<file path="src/rtl/vga_scan_ctrl.sv">
// vga_scan_ctrl: 640x480 raster timing with a 2x-scaled, double-buffered frame fetch.
// Swaps the displayed buffer with the game logic at the start of vblank.
module vga_scan_ctrl #(
    parameter int H_ACTIVE = 640,
    parameter int H_FP     = 16,
    parameter int H_SYNC   = 96,
    parameter int H_BP     = 48,
    parameter int V_ACTIVE = 480,
    parameter int V_FP     = 10,
    parameter int V_SYNC   = 2,
    parameter int V_BP     = 33,
    parameter int SCALE    = 2,
    parameter int MEM_LAT  = 2,
    parameter int ADDR_W   = 18
) (
    input  logic              i_clk,
    input  logic              i_rst,
    input  logic              i_pix_en,
    output logic              o_rd_en,
    output logic [ADDR_W-1:0] o_rd_addr,
    input  logic [3:0]        i_rd_data,
    output logic [3:0]        o_pix_idx,
    output logic              o_hsync,
    output logic              o_vsync,
    output logic              o_blank_n,
    output logic              o_frame_start,
    input  logic              i_swap_req,
    output logic              o_swap_ack,
    output logic              o_disp_buf
);
    localparam int H_TOTAL = H_ACTIVE + H_FP + H_SYNC + H_BP;
    localparam int V_TOTAL = V_ACTIVE + V_FP + V_SYNC + V_BP;
    localparam int FB_W = H_ACTIVE / SCALE;
    localparam int FB_H = V_ACTIVE / SCALE;
    localparam int PW = SCALE > 1 ? $clog2(SCALE) : 1;
    localparam logic [9:0] H_LAST = 10'(H_TOTAL - 1);
    localparam logic [9:0] V_LAST = 10'(V_TOTAL - 1);
    localparam logic [9:0] H_ACT = 10'(H_ACTIVE);
    localparam logic [9:0] V_ACT = 10'(V_ACTIVE);
    localparam logic [9:0] HS_START = 10'(H_ACTIVE + H_FP);
    localparam logic [9:0] HS_END = 10'(H_ACTIVE + H_FP + H_SYNC);
    localparam logic [9:0] VS_START = 10'(V_ACTIVE + V_FP);
    localparam logic [9:0] VS_END = 10'(V_ACTIVE + V_FP + V_SYNC);
    localparam logic [PW-1:0] PH_LAST = PW'(SCALE - 1);
    localparam logic [ADDR_W-1:0] SX_LAST = ADDR_W'(FB_W - 1);
    localparam logic [ADDR_W-1:0] ROW_STEP = ADDR_W'(FB_W);
    localparam logic [ADDR_W-1:0] FB_SIZE = ADDR_W'(FB_W * FB_H);

    typedef enum logic {IDLE, PEND} swap_t;

    swap_t             state_q, state_d;
    logic [9:0]        h_cnt_q, h_cnt_d, v_cnt_q, v_cnt_d;
    logic [PW-1:0]     hph_q, hph_d, vph_q, vph_d;
    logic [ADDR_W-1:0] sx_q, sx_d, row_base_q, row_base_d, rd_addr_q, rd_addr_d;
    logic [MEM_LAT:0]  vis_sr_q, vis_sr_d, hs_sr_q, hs_sr_d, vs_sr_q, vs_sr_d;
    logic [3:0]        pix_idx_q, pix_idx_d;
    logic              blank_n_q, blank_n_d, hsync_q, hsync_d, vsync_q, vsync_d;
    logic              frame_start_q, frame_start_d, swap_ack_q, swap_ack_d, disp_buf_q, disp_buf_d;
    logic              tick_vis, h_wrap, vb_start;

    always_comb begin
        tick_vis = h_cnt_q < H_ACT && v_cnt_q < V_ACT;
        h_wrap = h_cnt_q == H_LAST;
        vb_start = i_pix_en && h_cnt_q == 10'd0 && v_cnt_q == V_ACT;
        h_cnt_d = h_cnt_q;
        v_cnt_d = v_cnt_q;
        hph_d = hph_q;
        vph_d = vph_q;
        sx_d = sx_q;
        row_base_d = row_base_q;
        rd_addr_d = rd_addr_q;
        vis_sr_d = vis_sr_q;
        hs_sr_d = hs_sr_q;
        vs_sr_d = vs_sr_q;
        pix_idx_d = pix_idx_q;
        blank_n_d = blank_n_q;
        hsync_d = hsync_q;
        vsync_d = vsync_q;
        frame_start_d = 1'b0;
        swap_ack_d = 1'b0;
        disp_buf_d = disp_buf_q;
        state_d = state_q;
        if (i_pix_en) begin
            h_cnt_d = h_wrap ? 10'd0 : h_cnt_q + 10'd1;
            if (h_wrap)
                v_cnt_d = v_cnt_q == V_LAST ? 10'd0 : v_cnt_q + 10'd1;
            if (tick_vis) begin
                hph_d = hph_q == PH_LAST ? PW'(0) : hph_q + PW'(1);
                if (hph_q == PH_LAST)
                    sx_d = sx_q == SX_LAST ? '0 : sx_q + ADDR_W'(1);
                rd_addr_d = (disp_buf_q ? FB_SIZE : '0) + row_base_q + sx_q;
            end
            // Each framebuffer row is shown on SCALE consecutive visible lines.
            if (h_wrap && v_cnt_q == V_LAST) begin
                row_base_d = '0;
                vph_d = '0;
            end else if (h_wrap && v_cnt_q < V_ACT) begin
                vph_d = vph_q == PH_LAST ? PW'(0) : vph_q + PW'(1);
                if (vph_q == PH_LAST)
                    row_base_d = row_base_q + ROW_STEP;
            end
            vis_sr_d = {vis_sr_q[MEM_LAT-1:0], tick_vis};
            hs_sr_d = {hs_sr_q[MEM_LAT-1:0], !(h_cnt_q >= HS_START && h_cnt_q < HS_END)};
            vs_sr_d = {vs_sr_q[MEM_LAT-1:0], !(v_cnt_q >= VS_START && v_cnt_q < VS_END)};
            pix_idx_d = vis_sr_q[MEM_LAT] ? i_rd_data : 4'd0;
            blank_n_d = vis_sr_q[MEM_LAT];
            hsync_d = hs_sr_q[MEM_LAT];
            vsync_d = vs_sr_q[MEM_LAT];
            frame_start_d = h_cnt_q == 10'd0 && v_cnt_q == 10'd0;
        end
        if (vb_start && (state_q == PEND || i_swap_req)) begin
            disp_buf_d = !disp_buf_q;
            swap_ack_d = 1'b1;
            state_d = IDLE;
        end else if (i_swap_req) begin
            state_d = PEND;
        end
    end

    always_ff @(posedge i_clk) begin
        if (i_rst) begin
            state_q <= IDLE;
            h_cnt_q <= '0;
            v_cnt_q <= '0;
            hph_q <= '0;
            vph_q <= '0;
            sx_q <= '0;
            row_base_q <= '0;
            rd_addr_q <= '0;
            vis_sr_q <= '0;
            hs_sr_q <= '1;
            vs_sr_q <= '1;
            pix_idx_q <= '0;
            blank_n_q <= 1'b0;
            hsync_q <= 1'b1;
            vsync_q <= 1'b1;
            frame_start_q <= 1'b0;
            swap_ack_q <= 1'b0;
            disp_buf_q <= 1'b0;
        end else begin
            state_q <= state_d;
            h_cnt_q <= h_cnt_d;
            v_cnt_q <= v_cnt_d;
            hph_q <= hph_d;
            vph_q <= vph_d;
            sx_q <= sx_d;
            row_base_q <= row_base_d;
            rd_addr_q <= rd_addr_d;
            vis_sr_q <= vis_sr_d;
            hs_sr_q <= hs_sr_d;
            vs_sr_q <= vs_sr_d;
            pix_idx_q <= pix_idx_d;
            blank_n_q <= blank_n_d;
            hsync_q <= hsync_d;
            vsync_q <= vsync_d;
            frame_start_q <= frame_start_d;
            swap_ack_q <= swap_ack_d;
            disp_buf_q <= disp_buf_d;
        end
    end

    assign o_rd_en = vis_sr_q[0];
    assign o_rd_addr = rd_addr_q;
    assign o_pix_idx = pix_idx_q;
    assign o_hsync = hsync_q;
    assign o_vsync = vsync_q;
    assign o_blank_n = blank_n_q;
    assign o_frame_start = frame_start_q;
    assign o_swap_ack = swap_ack_q;
    assign o_disp_buf = disp_buf_q;
endmodule
</file>
<file path="config.mk">
export PLATFORM = sky130hd
export DESIGN_NAME = vga_scan_ctrl
export DESIGN_NICKNAME = d
export VERILOG_FILES = /design/src/rtl/vga_scan_ctrl.sv
export SDC_FILE = /design/constraint.sdc
export NUM_CORES = 1
export LEC_CHECK = 0
export CORE_MARGIN = 2
export CORE_UTILIZATION = 61
export CTS_CLUSTER_SIZE = 12
export DETAILED_ROUTE_END_ITERATION = 10
export PLACE_DENSITY = 0.83
export SYNTH_ARGS = -nofsm -noshare
export SYNTH_HDL_FRONTEND = slang
export SYNTH_SLANG_ARGS = --single-unit
</file>
<file path="constraint.sdc">
create_clock -name i_clk -period 7.5 [get_ports i_clk]
set_clock_uncertainty 0.2 [all_clocks]
set_input_delay 1.5 -clock i_clk [delete_from_list [all_inputs] [get_ports i_clk]]
set_output_delay 1.5 -clock i_clk [all_outputs]
set_load 0.01 [all_outputs]
</file>
==> summary.md <==
| Metric | Value |
|---|---|
| CTS tree | `built` |
| # rows | `32` |
| Final max-slew violation count | `0` |
| DRC Markers | `0` |
| Synth cell types | `55` |
| GRT Total Usage | `0.262` |
| Ys flop type | `dfxtp_1` |
| Tot Pwr | `0.906 mW` |
| Final ANT Viol Nets | `0` |
| CP startpoint kind | `input pin` |
| R2r startpoint | `o_disp_buf` |
| Synthesized netlist cell count | `571` |
| Leak Pwr | `2.04 nW` |
| Vias in the first global route | `4,004` |
| FF+latch count, synth | `90` |
| HPWL after detailed placement | `7510 um` |
| Min Clock Period, post-route | `4.10 ns` |
| IO Count | `37` |
| RSZ-0062 raised after global routing | `no` |
| Mapped Area | `4800 um^2` |
| ANT cells | `0` |
| Post-CTS sizing | `0` |
| Core Util, Final | `0.705` |
| Worst Setup End Kind | `flip-flop` |
| Area of the multi-input gates | `2790 um^2` |
| Initial antenna violation count | `0` |
| Dpl ws | `3.05 ns` |
| Setup WS post-layout | `3.40 ns` |
| Total gr overflow | `0` |
| # fillers | `613` |
| Nets | `634` |
| Total negative slack | `0 ns` |
| Clock-pin slew on the worst setup and hold paths | `0.09 ns` |
| Async set-reset flop share out of synthesis | `0` |
| Hold_sp | `o_rd_addr[5]` |
| EDFF count, synth | `0` |
| Final setup viols | `0` |
| Final period util | `0.547` |
| Sequential standard cell area | `1800 um^2` |
| Pwr/cell area | `167 nW/um^2` |
| Hold_buf cts | `0` |
| Worst slew pin tran | `0.850 ns` |
| Worst Setup SP | `i_pix_en` |
| Critical Path RT | `7.56 ns` |
| HP Class | `reg -> reg` |
| Area delta synth->final | `13.0%` |
| Share of layout cells above drive strength 1 | `0.0433` |
| Most frequent cells in the layout | `90 x dfxtp_1, 62 x nor2_1, 54 x nand2_1` |
| Largest net degree at the start of global routing | `49` |
| Maximum clock rate | `244 MHz` |
| Final Hold Vio Count | `0` |
| WL per Instance | `15.2 um` |
| Inserted Clock Buffers | `9` |
| Maximum VDD drop | `0.000124 V` |
| Gp weighted congestion | `0.826` |
| Die ar. | `8590 um^2` |
| Arrival time worst endpoint | `4.17 ns` |
| Kind of critical path | `in -> reg` |
| Critical path peak fanout | `28` |
| Clk buf depth | `2` |
| Yosys warns | `0` |
| Worst skew pair latency | `0.36 ns` |
| CTS root buf | `clkbuf_8` |
| R2r setup slk | `4.43 ns` |
| Starting Density | `0.624` |
| Count of input and output buffers | `36` |
| Starting DRC count in detailed routing | `215` |
| Number of clock sinks | `90` |
| WHS | `0.258 ns` |
| Die extent in x | `92.7 um` |
| Via Count | `4,272` |
| Vias per inst | `6.08` |
| Die height | `92.7 um` |
| Postcts setup bufs | `0` |
| First-pass GRT wire length | `18,200 um` |
| Max_cap viols | `0` |
| Worst slew margin | `0.428` |
| Avg Inst Size Synth | `8.40 um^2` |
| Commonest non-fill, non-tap cell in the layout | `dfxtp_1` |
| Outcome | `completed` |
| Core Footprint | `7690 um^2` |
| Number of detailed-route iterations in the first pass | `5` |
| Post-Route WL | `10,700 um` |
| H-tree depth | `3` |
| Seq/Total Area, Yosys | `0.376` |
-- layer usage --
metal | up-vias | track usage | wire (um)
met5 | - | 0 | 0
met4 | 0 | 0.0956 | 218
met3 | 18 | 0.0513 | 519
met2 | 139 | 0.444 | 5290
met1 | 2000 | 0.333 | 4640
li1 | 2115 | - | -
-- per-stage QoR --
| stage | cell area [um^2] | instances |
|---|---|---|
| global placement | 5200 | 687 |
| finish | 5420 | 703 |
| detailed placement | 5200 | 687 |
| CTS | 5420 | 703 |
| global route | 5420 | 703 |
| floorplan | 4800 | 572 |
-- kinds of logic (layout without fill, tap and decap cells) --
family / after synthesis / after routing / synth area share
muxes: 16 / 16 / 0.0334
AOI/OAI and AO/OA: 112 / 112 / 0.147
and+or+nand+nor: 231 / 231 / 0.242
other: 1 / 2 / 0.000782
xor gates and xnor gates: 40 / 40 / 0.0730
DFF: 90 / 90 / 0.376
buffers and inverters: 51 / 80 / 0.0438
adders and majority gates: 30 / 30 / 0.0845
-- flip-flops by register name (all words and copies together), names as in the netlist, 3 cells and up --
register	flops
o_pix_idx	4
vis_sr_q	3
sx_q	18
o_rd_addr	18
h_cnt_q	10
vs_sr_q	3
v_cnt_q	10
row_base_q	12
hs_sr_q	3
-- area by class of cell --
cell class	count	area share
inverter	24	0.0166
clock inverter	7	0.0185
multi-input combinational	431	0.514
clock buffer	9	0.0228
sequential	90	0.332
timing repair buffer	40	0.0720
tap	102	0.0235
-- worst paths after layout --
kind	cells past startpoint	to
worst max-delay path	7	row_base_q[13]
worst min-delay path	2	o_rd_addr[5]
worst max register to register	9	o_rd_addr[16]
worst min register to register	2	o_rd_addr[5]
-- report_power, final --
part | switching, mW | total, mW | internal, mW
logic | 0.0301 | 0.0492 | 0.0191
registers | 0.00454 | 0.488 | 0.483
clock network | 0.179 | 0.369 | 0.191
-- cells in the mapped netlist, drive strengths merged, types with 6 or more instances --
master / count / share of area
mux2i: 16 / 0.033
nand4: 21 / 0.027
nand2: 54 / 0.042
inv: 24 / 0.019
buf: 10 / 0.012
a211oi: 11 / 0.017
xor2: 21 / 0.038
or3: 8 / 0.010
and3: 10 / 0.013
o21ai: 21 / 0.022
nor4: 7 / 0.0091
nor3: 13 / 0.014
ha: 26 / 0.068
a21oi: 40 / 0.042
or4: 6 / 0.0097
nor2: 62 / 0.049
and4: 6 / 0.011
dfxtp: 90 / 0.38
clkbuf: 17 / 0.013
nand3: 26 / 0.027
xnor2: 19 / 0.035
-- worst max-delay path: stages --
cell	delay (ns)
clkdlybuf4s50_1	0.45
buf_4	0.31
nor4b_1	0.47
nand3_1	0.39
a211oi_1	0.63
a211oi_1	0.17
a31o_2	0.24
(Power assumes the default switching activity.)
